File: src/rtl/bp_nonsynth_watchdog_pkg.sv
// Shared types and defaults for the multi-core watchdog and run monitor.
package bp_nonsynth_watchdog_pkg;

    typedef enum logic [1:0] {
        e_run,
        e_done,
        e_fail
    } bp_watchdog_state_e;

    localparam int unsigned timeout_cycles_default_lp  = 100000;
    localparam int unsigned heartbeat_instr_default_lp = 100000;

    // Index width that stays at least one bit for single-entry vectors.
    function automatic int unsigned width_of(input int unsigned n);
        return (n > 1) ? $clog2(n) : 1;
    endfunction

endpackage

File: src/rtl/bp_nonsynth_watchdog_core.sv
// Per-core tracker: idle/timeout detection, retired-instruction heartbeat
// request with overrun detection, and sticky program-finish capture.
module bp_nonsynth_watchdog_core
    import bp_nonsynth_watchdog_pkg::*;
#(
    parameter int vaddr_width_p     = 39,
    parameter int timeout_cycles_p  = timeout_cycles_default_lp,
    parameter int heartbeat_instr_p = heartbeat_instr_default_lp
) (
    input  logic                     clk_i,
    input  logic                     reset_i,
    input  logic                     freeze_i,
    input  logic [vaddr_width_p-1:0] npc_i,
    input  logic                     instret_i,
    input  logic                     program_finish_i,
    input  logic                     hb_grant_i,
    output logic                     timeout_o,
    output logic                     hb_pend_o,
    output logic                     hb_overrun_o,
    output logic                     finish_o
);

    localparam int stall_width_lp = width_of(timeout_cycles_p);
    localparam int inst_width_lp  = width_of(heartbeat_instr_p);
    localparam logic [stall_width_lp-1:0] stall_last_lp = stall_width_lp'(timeout_cycles_p - 1);
    localparam logic [inst_width_lp-1:0]  inst_last_lp  = inst_width_lp'(heartbeat_instr_p - 1);

    logic [vaddr_width_p-1:0]  npc_q, npc_d;
    logic [stall_width_lp-1:0] stall_cnt_q, stall_cnt_d;
    logic [inst_width_lp-1:0]  inst_cnt_q, inst_cnt_d;
    logic                      timeout_q, timeout_d;
    logic                      hb_pend_q, hb_pend_d;
    logic                      hb_overrun_q, hb_overrun_d;
    logic                      finish_q, finish_d;
    logic                      progress;
    logic                      hb_set;

    // NOTE: every always_comb output gets a default first so no path leaves it
    // unassigned; otherwise synthesis infers a latch.
    always_comb begin
        progress     = instret_i | (npc_i != npc_q);
        npc_d        = npc_i;
        stall_cnt_d  = stall_cnt_q;
        timeout_d    = timeout_q;
        inst_cnt_d   = inst_cnt_q;
        hb_set       = 1'b0;
        finish_d     = finish_q | program_finish_i;

        if (freeze_i | finish_q | progress) begin
            stall_cnt_d = '0;
        end else if (stall_cnt_q == stall_last_lp) begin
            timeout_d = 1'b1;  // counter saturates here
        end else begin
            stall_cnt_d = stall_cnt_q + 1'b1;
        end

        if (instret_i & ~freeze_i) begin
            if (inst_cnt_q == inst_last_lp) begin
                inst_cnt_d = '0;
                hb_set     = 1'b1;
            end else begin
                inst_cnt_d = inst_cnt_q + 1'b1;
            end
        end

        // A grant in the same cycle retires the old request, so the new one is kept.
        hb_pend_d    = (hb_pend_q & ~hb_grant_i) | hb_set;
        hb_overrun_d = hb_overrun_q | (hb_set & hb_pend_q & ~hb_grant_i);
    end

    // NOTE: sequential state uses non-blocking assignments so every register
    // samples the pre-edge values regardless of statement order.
    always_ff @(posedge clk_i) begin
        if (reset_i) begin
            npc_q        <= '0;
            stall_cnt_q  <= '0;
            inst_cnt_q   <= '0;
            timeout_q    <= 1'b0;
            hb_pend_q    <= 1'b0;
            hb_overrun_q <= 1'b0;
            finish_q     <= 1'b0;
        end else begin
            npc_q        <= npc_d;
            stall_cnt_q  <= stall_cnt_d;
            inst_cnt_q   <= inst_cnt_d;
            timeout_q    <= timeout_d;
            hb_pend_q    <= hb_pend_d;
            hb_overrun_q <= hb_overrun_d;
            finish_q     <= finish_d;
        end
    end

    assign timeout_o    = timeout_q;
    assign hb_pend_o    = hb_pend_q;
    assign hb_overrun_o = hb_overrun_q;
    assign finish_o     = finish_q;

endmodule

File: src/rtl/bp_nonsynth_watchdog_mc.sv
// Multi-core watchdog: per-core trackers, fixed-priority heartbeat arbiter and
// run/done/fail FSM. Define BP_NONSYNTH_WATCHDOG_DISPLAY_EN for console reporting.
module bp_nonsynth_watchdog_mc
    import bp_nonsynth_watchdog_pkg::*;
#(
    parameter int num_core_p        = 1,
    parameter int vaddr_width_p     = 39,
    parameter int timeout_cycles_p  = timeout_cycles_default_lp,
    parameter int heartbeat_instr_p = heartbeat_instr_default_lp
) (
    input  logic                                       clk_i,
    input  logic                                       reset_i,
    input  logic [num_core_p-1:0]                      freeze_i,
    input  logic [num_core_p-1:0][vaddr_width_p-1:0]   npc_i,
    input  logic [num_core_p-1:0]                      instret_i,
    input  logic [num_core_p-1:0]                      program_finish_i,
    output logic [num_core_p-1:0]                      timeout_o,
    output logic [num_core_p-1:0]                      hb_overrun_o,
    output logic                                       heartbeat_v_o,
    output logic [width_of(num_core_p)-1:0]            heartbeat_core_o,
    output logic                                       all_finish_o,
    output logic                                       fail_o
);

    localparam int core_id_width_lp = width_of(num_core_p);

    logic [num_core_p-1:0]       hb_pend;
    logic [num_core_p-1:0]       hb_grant;
    logic [num_core_p-1:0]       finish;
    logic [core_id_width_lp-1:0] grant_id;
    logic                        grant_v;

    logic                        heartbeat_v_q, heartbeat_v_d;
    logic [core_id_width_lp-1:0] heartbeat_core_q, heartbeat_core_d;
    bp_watchdog_state_e          state_q;
    logic                        all_finish_q;
    logic                        fail_q;

    for (genvar i = 0; i < num_core_p; i++) begin : g_core
        bp_nonsynth_watchdog_core #(
            .vaddr_width_p    (vaddr_width_p),
            .timeout_cycles_p (timeout_cycles_p),
            .heartbeat_instr_p(heartbeat_instr_p)
        ) u_core (
            .clk_i           (clk_i),
            .reset_i         (reset_i),
            .freeze_i        (freeze_i[i]),
            .npc_i           (npc_i[i]),
            .instret_i       (instret_i[i]),
            .program_finish_i(program_finish_i[i]),
            .hb_grant_i      (hb_grant[i]),
            .timeout_o       (timeout_o[i]),
            .hb_pend_o       (hb_pend[i]),
            .hb_overrun_o    (hb_overrun_o[i]),
            .finish_o        (finish[i])
        );
    end

    // Scanning from the top down leaves the lowest pending index as the winner.
    always_comb begin
        hb_grant = '0;
        grant_id = '0;
        grant_v  = 1'b0;
        for (int i = num_core_p - 1; i >= 0; i--) begin
            if (hb_pend[i]) begin
                hb_grant    = '0;
                hb_grant[i] = 1'b1;
                grant_id    = core_id_width_lp'(i);
                grant_v     = 1'b1;
            end
        end
        heartbeat_v_d    = grant_v;
        heartbeat_core_d = grant_id;
    end

    always_ff @(posedge clk_i) begin
        if (reset_i) begin
            heartbeat_v_q    <= 1'b0;
            heartbeat_core_q <= '0;
        end else begin
            heartbeat_v_q    <= heartbeat_v_d;
            heartbeat_core_q <= heartbeat_core_d;
        end
    end

    // Failure outranks completion; both terminal states hold until reset.
    always_ff @(posedge clk_i) begin
        if (reset_i) begin
            state_q      <= e_run;
            all_finish_q <= 1'b0;
            fail_q       <= 1'b0;
        end else begin
            case (state_q)
                e_run: begin
                    if ((|timeout_o) | (|hb_overrun_o)) begin
                        state_q <= e_fail;
                        fail_q  <= 1'b1;
                    end else if (&finish) begin
                        state_q      <= e_done;
                        all_finish_q <= 1'b1;
                    end
                end
                default: begin
                end
            endcase
        end
    end

    assign heartbeat_v_o    = heartbeat_v_q;
    assign heartbeat_core_o = heartbeat_core_q;
    assign all_finish_o     = all_finish_q;
    assign fail_o           = fail_q;

`ifdef BP_NONSYNTH_WATCHDOG_DISPLAY_EN
    logic [63:0]           cycle_q;
    logic [1:0]            fail_age_q;
    logic                  pass_shown_q;
    logic [num_core_p-1:0] timeout_seen_q;
    logic [num_core_p-1:0] overrun_seen_q;

    always_ff @(posedge clk_i) begin
        if (reset_i) begin
            cycle_q        <= '0;
            fail_age_q     <= '0;
            pass_shown_q   <= 1'b0;
            timeout_seen_q <= '0;
            overrun_seen_q <= '0;
        end else begin
            cycle_q        <= cycle_q + 1'b1;
            timeout_seen_q <= timeout_o;
            overrun_seen_q <= hb_overrun_o;
            if (heartbeat_v_q)
                $display("[watchdog] heartbeat core %0d cycle %0d npc %h",
                         heartbeat_core_q, cycle_q, npc_i[heartbeat_core_q]);
            for (int i = 0; i < num_core_p; i++) begin
                if (timeout_o[i] & ~timeout_seen_q[i])
                    $display("[watchdog] timeout core %0d cycle %0d npc %h", i, cycle_q, npc_i[i]);
                if (hb_overrun_o[i] & ~overrun_seen_q[i])
                    $display("[watchdog] heartbeat overrun core %0d cycle %0d", i, cycle_q);
            end
            if ((state_q == e_done) && !pass_shown_q) begin
                pass_shown_q <= 1'b1;
                $display("[watchdog] PASS: all %0d cores finished at cycle %0d", num_core_p, cycle_q);
            end
            if (state_q == e_fail) begin
                fail_age_q <= fail_age_q + 1'b1;
                if (fail_age_q == 2'd1) $finish;
            end
        end
    end
`else
    // Silent build: the outputs alone report status and the bench decides termination.
`endif

endmodule
File: config.mk
export PLATFORM = sky130hd
export DESIGN_NAME = bp_nonsynth_watchdog_mc
export DESIGN_NICKNAME = d
export VERILOG_FILES = /design/src/rtl/bp_nonsynth_watchdog_pkg.sv /design/src/rtl/bp_nonsynth_watchdog_core.sv /design/src/rtl/bp_nonsynth_watchdog_mc.sv
export SDC_FILE = /design/constraint.sdc
export NUM_CORES = 1
export LEC_CHECK = 0
export BUFFER_PORTS_ARGS = -buffer_cell sky130_fd_sc_hd__buf_4
export CAP_MARGIN = 5
export CORE_MARGIN = 10
export CORE_UTILIZATION = 50
export CTS_CLUSTER_DIAMETER = 80
export DETAILED_ROUTE_END_ITERATION = 7
export HOLD_SLACK_MARGIN = 0.12
export PLACE_DENSITY = 0.72
export REMOVE_ABC_BUFFERS = 1
export SLEW_MARGIN = 20
export SYNTH_ARGS = -nofsm -noshare
export SYNTH_HDL_FRONTEND = slang
export SYNTH_SLANG_ARGS = --single-unit
File: constraint.sdc
create_clock -name clk_i -period 3 [get_ports clk_i]
set_input_delay 0.9 -clock clk_i [delete_from_list [all_inputs] [get_ports clk_i]]
set_output_delay 0.9 -clock clk_i [all_outputs]
set_load 0.01 [all_outputs]
Word level (Yosys, flattened, before mapping)
Index checks and enable logic that the tools add are counted.
{"block": "totals", "elab_cells": 44, "ff_bits": 82}
{"block": "op_classes", "bitwise": 15, "eq_ne": 3, "reduce_logical": 7, "addsub": 2, "n_mux": 6}
{"cell": "$ne A39 B39 Y1", "n": 1}
{"cell": "$add A17 B1 Y17 const B", "n": 2}
{"cell": "$eq A17 B17 Y1 const B", "n": 2}
{"cell": "$mux W17", "n": 1}
{"cell": "$or A1 B1 Y1", "n": 7}
{"cell": "$reduce_and A2 Y1", "n": 3}
{"cell": "$and A1 B1 Y1", "n": 4}
{"cell": "$mux W2", "n": 2}
{"cell": "$not A1 Y1", "n": 4}
{"cell": "$mux W1", "n": 3}
{"cell": "$reduce_and A3 Y1", "n": 1}
{"cell": "$logic_not A2 Y1", "n": 1}
{"cell": "$reduce_bool A2 Y1", "n": 1}
{"cell": "$reduce_or A2 Y1", "n": 1}

Logic depth before layout (Yosys ltp)
Gate-level depths: netlist (run 1).
{"block": "depth", "ltp_word": 6, "mapped_depth": 8, "depth_no_buf": 6}

Modules after synthesis
Synthesis (run 1) repeated with hierarchy kept, for this count alone.
{"block": "hier_totals", "cells_unflattened": 341, "hier_area_um2": 3352.0}
{"mod": "bp_nonsynth_watchdog_core", "area_per_inst_um2": 3169.3, "cells_each": 322, "n_inst": 1}
{"mod": "bp_nonsynth_watchdog_mc", "area_per_inst_um2": 182.7, "cells_each": 19, "n_inst": 1}

Least setup slack after synthesis (run 1)
No wires, ideal clock.
{"block": "synth_timing", "path_type": "input to register", "from": "input port npc_i[25] (netlist bit)", "to": "register g_core[0].u_core.stall_cnt_q[10]", "path_buffers": 1, "path_stages": 6, "slack_ps": 902, "setup_time_ps": 65, "t_required_ps": 2935, "arrival_time_ps": 2033, "path_cell_list": "xnor2_1 nand4_1 nor4_1 nand3_1 clkbuf_1 nor2_1"}
{"block": "synth_between", "elab_chain_cells": 4}
{"element": "start, declared", "line_no": "bp_nonsynth_watchdog_mc.sv:14", "text": "input logic [num_core_p-1:0][vaddr_width_p-1:0] npc_i,"}
{"element": "$ne A39 B39 Y1", "line_no": "bp_nonsynth_watchdog_core.sv:41", "text": "progress = instret_i | (npc_i != npc_q);"}
{"element": "$or A1 B1 Y1", "line_no": "bp_nonsynth_watchdog_core.sv:41"}
{"element": "$or A1 B1 Y1", "line_no": "bp_nonsynth_watchdog_core.sv:49", "text": "if (freeze_i | finish_q | progress) begin"}
{"element": "$reduce_or A2 Y1 (no line)"}
{"element": "end signal, assigned", "line_no": "bp_nonsynth_watchdog_core.sv:84", "text": "stall_cnt_q <= stall_cnt_d;"}
{"element": "end, declared", "line_no": "bp_nonsynth_watchdog_core.sv:29", "text": "logic [stall_width_lp-1:0] stall_cnt_q, stall_cnt_d;"}
No other way between the ends.
A chain may end at the register's enable or synchronous reset.

Worst setup path in the final report (run 1)
{"block": "layout_timing", "from": "register g_core[0].u_core.inst_cnt_q[12]", "to": "register g_core[0].u_core.inst_cnt_q[2]"}
{"block": "layout_between", "elab_chain_cells": 2}
{"element": "start, declared", "line_no": "bp_nonsynth_watchdog_core.sv:30", "text": "logic [inst_width_lp-1:0] inst_cnt_q, inst_cnt_d;"}
{"element": "start signal, assigned", "line_no": "bp_nonsynth_watchdog_core.sv:85", "text": "inst_cnt_q <= inst_cnt_d;"}
{"element": "$eq A17 B17 Y1", "line_no": "bp_nonsynth_watchdog_core.sv:58", "text": "if (inst_cnt_q == inst_last_lp) begin"}
{"element": "$mux W17", "line_no": "bp_nonsynth_watchdog_core.sv:58"}
No other way between the ends.

==> results.toml, run 1 <==
[flow_run]
maxCapViolations = 0

[setup_path]
cp-end-kind = "flip-flop"
rr_endpoint = "g_core[0].u_core.inst_cnt_q[2]"
cp_max_fo = 17
crit_required_ns = 3.22
path_class = "reg -> reg"
cp_data_arrival_time_ns = 2.23
rrSetupSlack_ns = 0.99
r2r_cells = 5
start_kind = "flip-flop"
r2r_start = "g_core[0].u_core.inst_cnt_q[12]"

[final_layout]
fin_nets = 435
diodes = 0
area_growth_pct = 17.84
regArea_um2 = 1642
drive_gt1_share_pct = 17.56
fillers = 570
multi_input_area_um2 = 1560

[die]
initial_core_util_pct = 51.57
fp.dieW_um = 100.9
core_um2 = 6350
ioPinCount = 50
rows = 29
die_area_um2 = 10190
die_height_um = 100.9

[timing]
fin_tns_setup_ns = 0
finalSetupViolCount = 0
finClkSkew_ns = 0.01096
fmax_mhz = 496.4
worst_pin_slew_ns = 0.6170
finalMaxSlewViolations = 0
maxSlewHeadroom_pct = 58.49
period_minus_slack_ns = 2.014
rsz0062_at_grt = "no"
hold_viol = 0
period_share_pct = 67.15

[hold_path]
min_path_cells = 1
hold_class = "reg -> reg"
min_to = "heartbeat_v_o"
min_from = "g_core[0].u_core.hb_pend_o"

[routing]
num_vias = 2334
first_iter_violations = 53
routed_wirelength_um = 5860
wl_met1_um = 2587
routedWlPerCell_um = 12.47
wl_met3_um = 306
antenna_left = 0
vias_per_cell = 4.966
dr.pass1.iters = 4
met2_length_um = 2853
routed.top_layer = "met4"
drc = 0

[synth]
synthTopCellsByArea = "dfxtp_1 50%, xnor2_1 13%, nor2b_1 8.0%"
yosysUniqueCellTypes = 35
yosysWarnings = 0
syn_inst = 336
synth-seq-cells = 82
yosysSeqAreaShare_pct = 50.13
synth_top_area_share_pct = 50.13
syn_area_per_cell_um2 = 9.745
synth.cell_area_um2 = 3274
synth_top_cell_by_area = "dfxtp_1"

[grt]
grt_overflow = 0
track_usage_pct = 12.33
antenna_found_initial = 0
grt_pass1_vias = 2419
grt_max_degree = 49
grt_pass1_wl_um = 10270

[run_status]
status = "finished clean"

[power]
power_mw = 1.971
vdd_drop_max_v = 0.0003652
power.leakage_nw = 1.404
pwr_density_cell_nw_per_um2 = 510.8

[place]
dp_hpwl_um = 4298
gp_congestion = 0.7702
io_buffers = 48

[clocking]
cts.clk_slew.worst_paths_ns = 0.08
insertion_delay_ns = 0.35
cts_buffers = 9
cts_setup_buffers = 0
clk_path_buf_depth = 2
post_cts_resized = 0
clk_root_buffer_cell = "clkbuf_8"
cts_num_sinks = 82
h-tree-depth = 3
cts_tree = "built"
postCtsHoldBufs = 0
==> logic make-up (layout without fill, tap and decap cells) <==
| kind of cell | count (synthesis) | count (layout) | share of synthesized area, % |
|---|---|---|---|
| buffers and inverters | 12 | 69 | 2.216 |
| adder cells (fa/ha/maj) | 2 | 2 | 0.7641 |
| other | 1 | 1 | 0.1145 |
| AND/OR/NAND/NOR | 161 | 161 | 26.25 |
| multiplexers | 2 | 2 | 0.6114 |
| flip-flops | 82 | 82 | 50.13 |
| AO/OA/AOI/OAI | 6 | 6 | 1.184 |
| XOR/XNOR | 70 | 70 | 18.72 |
==> state kept, by name, summed over array words and instances (netlist names), 2 cells and up <==
name and flops:
g_core.u_core.npc_q 39, state_q 2, g_core.u_core.inst_cnt_q 17, g_core.u_core.stall_cnt_q 17
==> stage by stage <==
stage | area (µm²) | cells | hold slack (ns) | setup WS [ns] | utilization (%)
floorplan | 3213 | 327 | 0.4138 | 0.7804 | -
detailed placement | 3692 | 455 | 0.4494 | 0.6173 | 58.15
finish | 3859 | 470 | 0.4586 | 0.9856 | 60.77
global placement | 3692 | 455 | 0.4258 | 0.6360 | 58.15
CTS | 3859 | 470 | 0.4614 | 0.9703 | 60.77
global route | 3859 | 470 | 0.4875 | 0.7841 | 60.77
==> worst max path at each step <==
stage | from | endpoint | slack (ns) | cells after the start
finish | g_core[0].u_core.inst_cnt_q[12] | g_core[0].u_core.inst_cnt_q[2] | 0.99 | 5
global placement | npc_i[15] | g_core[0].u_core.stall_cnt_q[13] | 0.64 | 7
global route | npc_i[0] | g_core[0].u_core.stall_cnt_q[15] | 0.78 | 7
floorplan | npc_i[25] | g_core[0].u_core.stall_cnt_q[4] | 0.78 | 5
CTS | g_core[0].u_core.inst_cnt_q[12] | g_core[0].u_core.inst_cnt_q[7] | 0.97 | 5
detailed placement | npc_i[15] | g_core[0].u_core.stall_cnt_q[15] | 0.62 | 7
==> power breakdown <==
| part | switching [mW] | internal, mW |
|---|---|---|
| Sequential | 0.0165 | 1.12 |
| Clock | 0.384 | 0.296 |
| Combinational | 0.0596 | 0.0936 |
| Total | 0.460 | 1.51 |
==> cells in the final DEF, fill, tap and decap left out, types with 3 or more instances in the layout <==
| master | n |
|---|---|
| xor2_1 | 21 |
| nor4_1 | 5 |
| nand3_1 | 10 |
| buf_4 | 51 |
| nor2_1 | 51 |
| nor3_1 | 5 |
| nand2_1 | 13 |
| nand4_1 | 21 |
| nor2b_1 | 42 |
| xnor2_1 | 49 |
| inv_1 | 3 |
| dfxtp_1 | 82 |
| clkbuf_8 | 9 |
==> synth_stat cells, drive strengths merged <==
library cell / n
or2: 1
xor2: 21
nand2: 13
nand3: 10
a21oi: 1
nor2: 51
nand3b: 1
buf: 4
nand4b: 1
and3: 3
o21ai: 1
mux2i: 2
a31oi: 2
and4b: 1
a211oi: 1
nor3: 5
nand4: 21
inv: 3
nor2b: 42
nand2b: 1
dfxtp: 82
and4: 2
ha: 2
conb: 1
or4b: 1
xnor2: 49
nor4b: 3
clkbuf: 5
a41oi: 1
nor4: 5
==> worst max-delay path, cell delays in order, from the launching register on <==
cell	delay (ns)
dfxtp_1	0.34
or4b_1	0.55
nor4b_2	0.27
nand4_1	0.14
nand2b_1	0.47
nor2_1	0.11
==> metal layers <==
layer / track usage [%] / vias to the layer above
li1: - / 1213
met3: 4.115 / 11
met1: 13.41 / 1072
met4: 5.466 / 0
met2: 21.23 / 38
met5: 0 / -
==> area by class of cell <==
| cell class | count | area share (%) |
|---|---|---|
| timing repair buffer | 51 | 9.922 |
| tap | 77 | 2.497 |
| multi-input combinational | 242 | 40.43 |
| clock inverter | 6 | 1.102 |
| clock buffer | 9 | 3.210 |
| sequential | 82 | 42.54 |
| inverter | 3 | 0.2918 |
Note: power is estimated with default switching activity, not from simulation.
==> run 2: changes to the inputs <==
- clock period: 3 -> 1.9 ns (I/O delays scaled with it)
==> run 2 against run 1 <==
Effect of this change: sequential share of layout area fell by 0.79 points; combinational power rose by 61%; critical path type unchanged; clock-buffer cell count rose by 4; fmax rose by 12%; sequential power rose by 57%; total power rose by 62%; largest power group unchanged; global-route usage rose by 0.092 points.
==> results.toml, run 2 (synthesized netlist as in run 1, its figures left out) <==
[run_status]
status = "finished clean"

[die]
die_area_um2 = 10190
ioPinCount = 50
initial_core_util_pct = 51.57
core_um2 = 6350
fp.dieW_um = 100.9
die_height_um = 100.9
rows = 29

[power]
vdd_drop_max_v = 0.0004548
seqPwrFrac_pct = 56.3
p_switching_uw = 719.7
pwr_density_cell_nw_per_um2 = 811.6
power_frac_comb_pct = 7.7
swShare_pct = 22.56
power.share.clock_pct = 36.0
power.leakage_nw = 1.445
power_mw = 3.190
internal-power_mw = 2.471

[grt]
antenna_found_initial = 0
grt_pass1_wl_um = 10350
grt_overflow = 0
grt_pass1_vias = 2344
grt_max_degree = 50
track_usage_pct = 12.42

[timing]
fmax_mhz = 557.1
worst_pin_slew_ns = 0.4986
setup_slack_ns = 0.1049
finalMaxSlewViolations = 0
maxSlewHeadroom_pct = 66.50
finalSetupViolCount = 0
period_minus_slack_ns = 1.795
period_share_pct = 94.48
finClkSkew_ns = 0.01284
hold_slack_ns = 0.4317
hold_viol = 0

[place]
place_area_um2 = 3737
dp_hpwl_um = 4348
gp_congestion = 0.7894
dp_slack_ns = -0.09784
io_buffers = 48

[final_layout]
fillers = 576
mostFrequentLayoutCell = "dfxtp_1"
diodes = 0
final_cell_area_um2 = 3931
drive_gt1_share_pct = 18.70
largest_register_ffs = 39
area_growth_pct = 20.06
top_register = "g_core.u_core.npc_q"
largest_registers = "g_core.u_core.npc_q x39, g_core.u_core.inst_cnt_q x17, g_core.u_core.stall_cnt_q x17"
final_cell_mix = "82 x dfxtp_1, 57 x buf_4, 51 x nor2_1"
fin_nets = 442
regArea_um2 = 1642
multi_input_area_um2 = 1560
post-route-util_pct = 61.91

[clocking]
cts.clk_slew.worst_paths_ns = 0.08
insertion_delay_ns = 0.34
cts_num_sinks = 82
cts_buffers = 9
clk_root_buffer_cell = "clkbuf_8"
cts_tree = "built"
h-tree-depth = 3
clk_path_buf_depth = 2

[routing]
routed_wirelength_um = 5977
vias_per_cell = 4.923
first_iter_violations = 61
routedWlPerCell_um = 12.50
drc = 0
dr.pass1.iters = 4
num_vias = 2353
antenna_left = 0

[setup_path]
r2r_start = "g_core[0].u_core.stall_cnt_q[1]"
crit_start = "g_core[0].u_core.stall_cnt_q[1]"
cp_max_fo = 7
cp_data_arrival_time_ns = 2.06
cp-end-kind = "flip-flop"
start_kind = "flip-flop"
path_class = "reg -> reg"
crit_required_ns = 2.16

[hold_path]
min_from = "program_finish_i"
hold_class = "in -> reg"

[flow_run]
maxCapViolations = 0
==> run 2: cell types whose count changed in the layout (fill, tap and decap cells not counted) <==
cell / previous run / this run
buf_4: 51 / 57
clkbuf_1: 0 / 2
clkbuf_8: 9 / 11
clkinv_2: 2 / 0
buf_6: 0 / 1
inv_6: 1 / 0
==> run 2: metal layers <==
layer | GRT usage, % | part of all wire [%] | vias up
li1 | - | - | 1226
met1 | 14.78 | 47 | 1087
met2 | 19.90 | 47 | 32
met3 | 3.909 | 4.3 | 8
met4 | 5.788 | 1.8 | 0
met5 | 0 | 0 | -
==> run 2: critical path, stage by stage (launching register included) <==
cell     delay (ns)
dfxtp_1        0.38
ha_1           0.22
and4_1         0.28
nand4_1        0.33
nor3_1         0.29
nand3_1        0.12
o21ai_0        0.11
==> run 2: path summary, 6_finish.rpt <==
path,endpoint,slack (ns),depth (start not counted)
worst min register to register,heartbeat_v_o,0.45,1
worst max register to register,g_core[0].u_core.timeout_o,0.10,6
worst max-delay path,g_core[0].u_core.timeout_o,0.10,6
worst min-delay path,g_core[0].u_core.finish_o,0.43,3
==> run 2: cell type report <==
cell class / instances / share of cell area [%]
clock inverter: 3 / 0.6047
tap: 77 / 2.451
multi-input combinational: 242 / 39.69
sequential: 82 / 41.76
inverter: 3 / 0.2864
timing repair buffer: 58 / 11.17
clock buffer: 13 / 4.042
==> run 2: power groups by stage <==
| stage | combinational, mW | clock [mW] | sequential, mW |
|---|---|---|---|
| global placement | 0.245 | 0 | 1.83 |
| global route | 0.274 | 1.25 | 1.80 |
| floorplan | 0.124 | 0 | 1.83 |
| finish | 0.246 | 1.15 | 1.79 |
| CTS | 0.250 | 1.18 | 1.80 |
| detailed placement | 0.247 | 0 | 1.84 |
==> run 2: metrics by stage <==
step | instances | setup TNS [ns]
floorplan | 327 | 0
global placement | 461 | -1.096
detailed placement | 461 | -1.229
global route | 478 | -0.3411
finish | 478 | 0
CTS | 477 | 0
==> run 2: repair_timing <==
| item | CTS | global route |
|---|---|---|
| hold buffers | 0 | 0 |
| setup buffers | 0 | 1 |
| gates resized for setup | 0 | 1 |
| setup endpoints to repair | 0 | 11 |
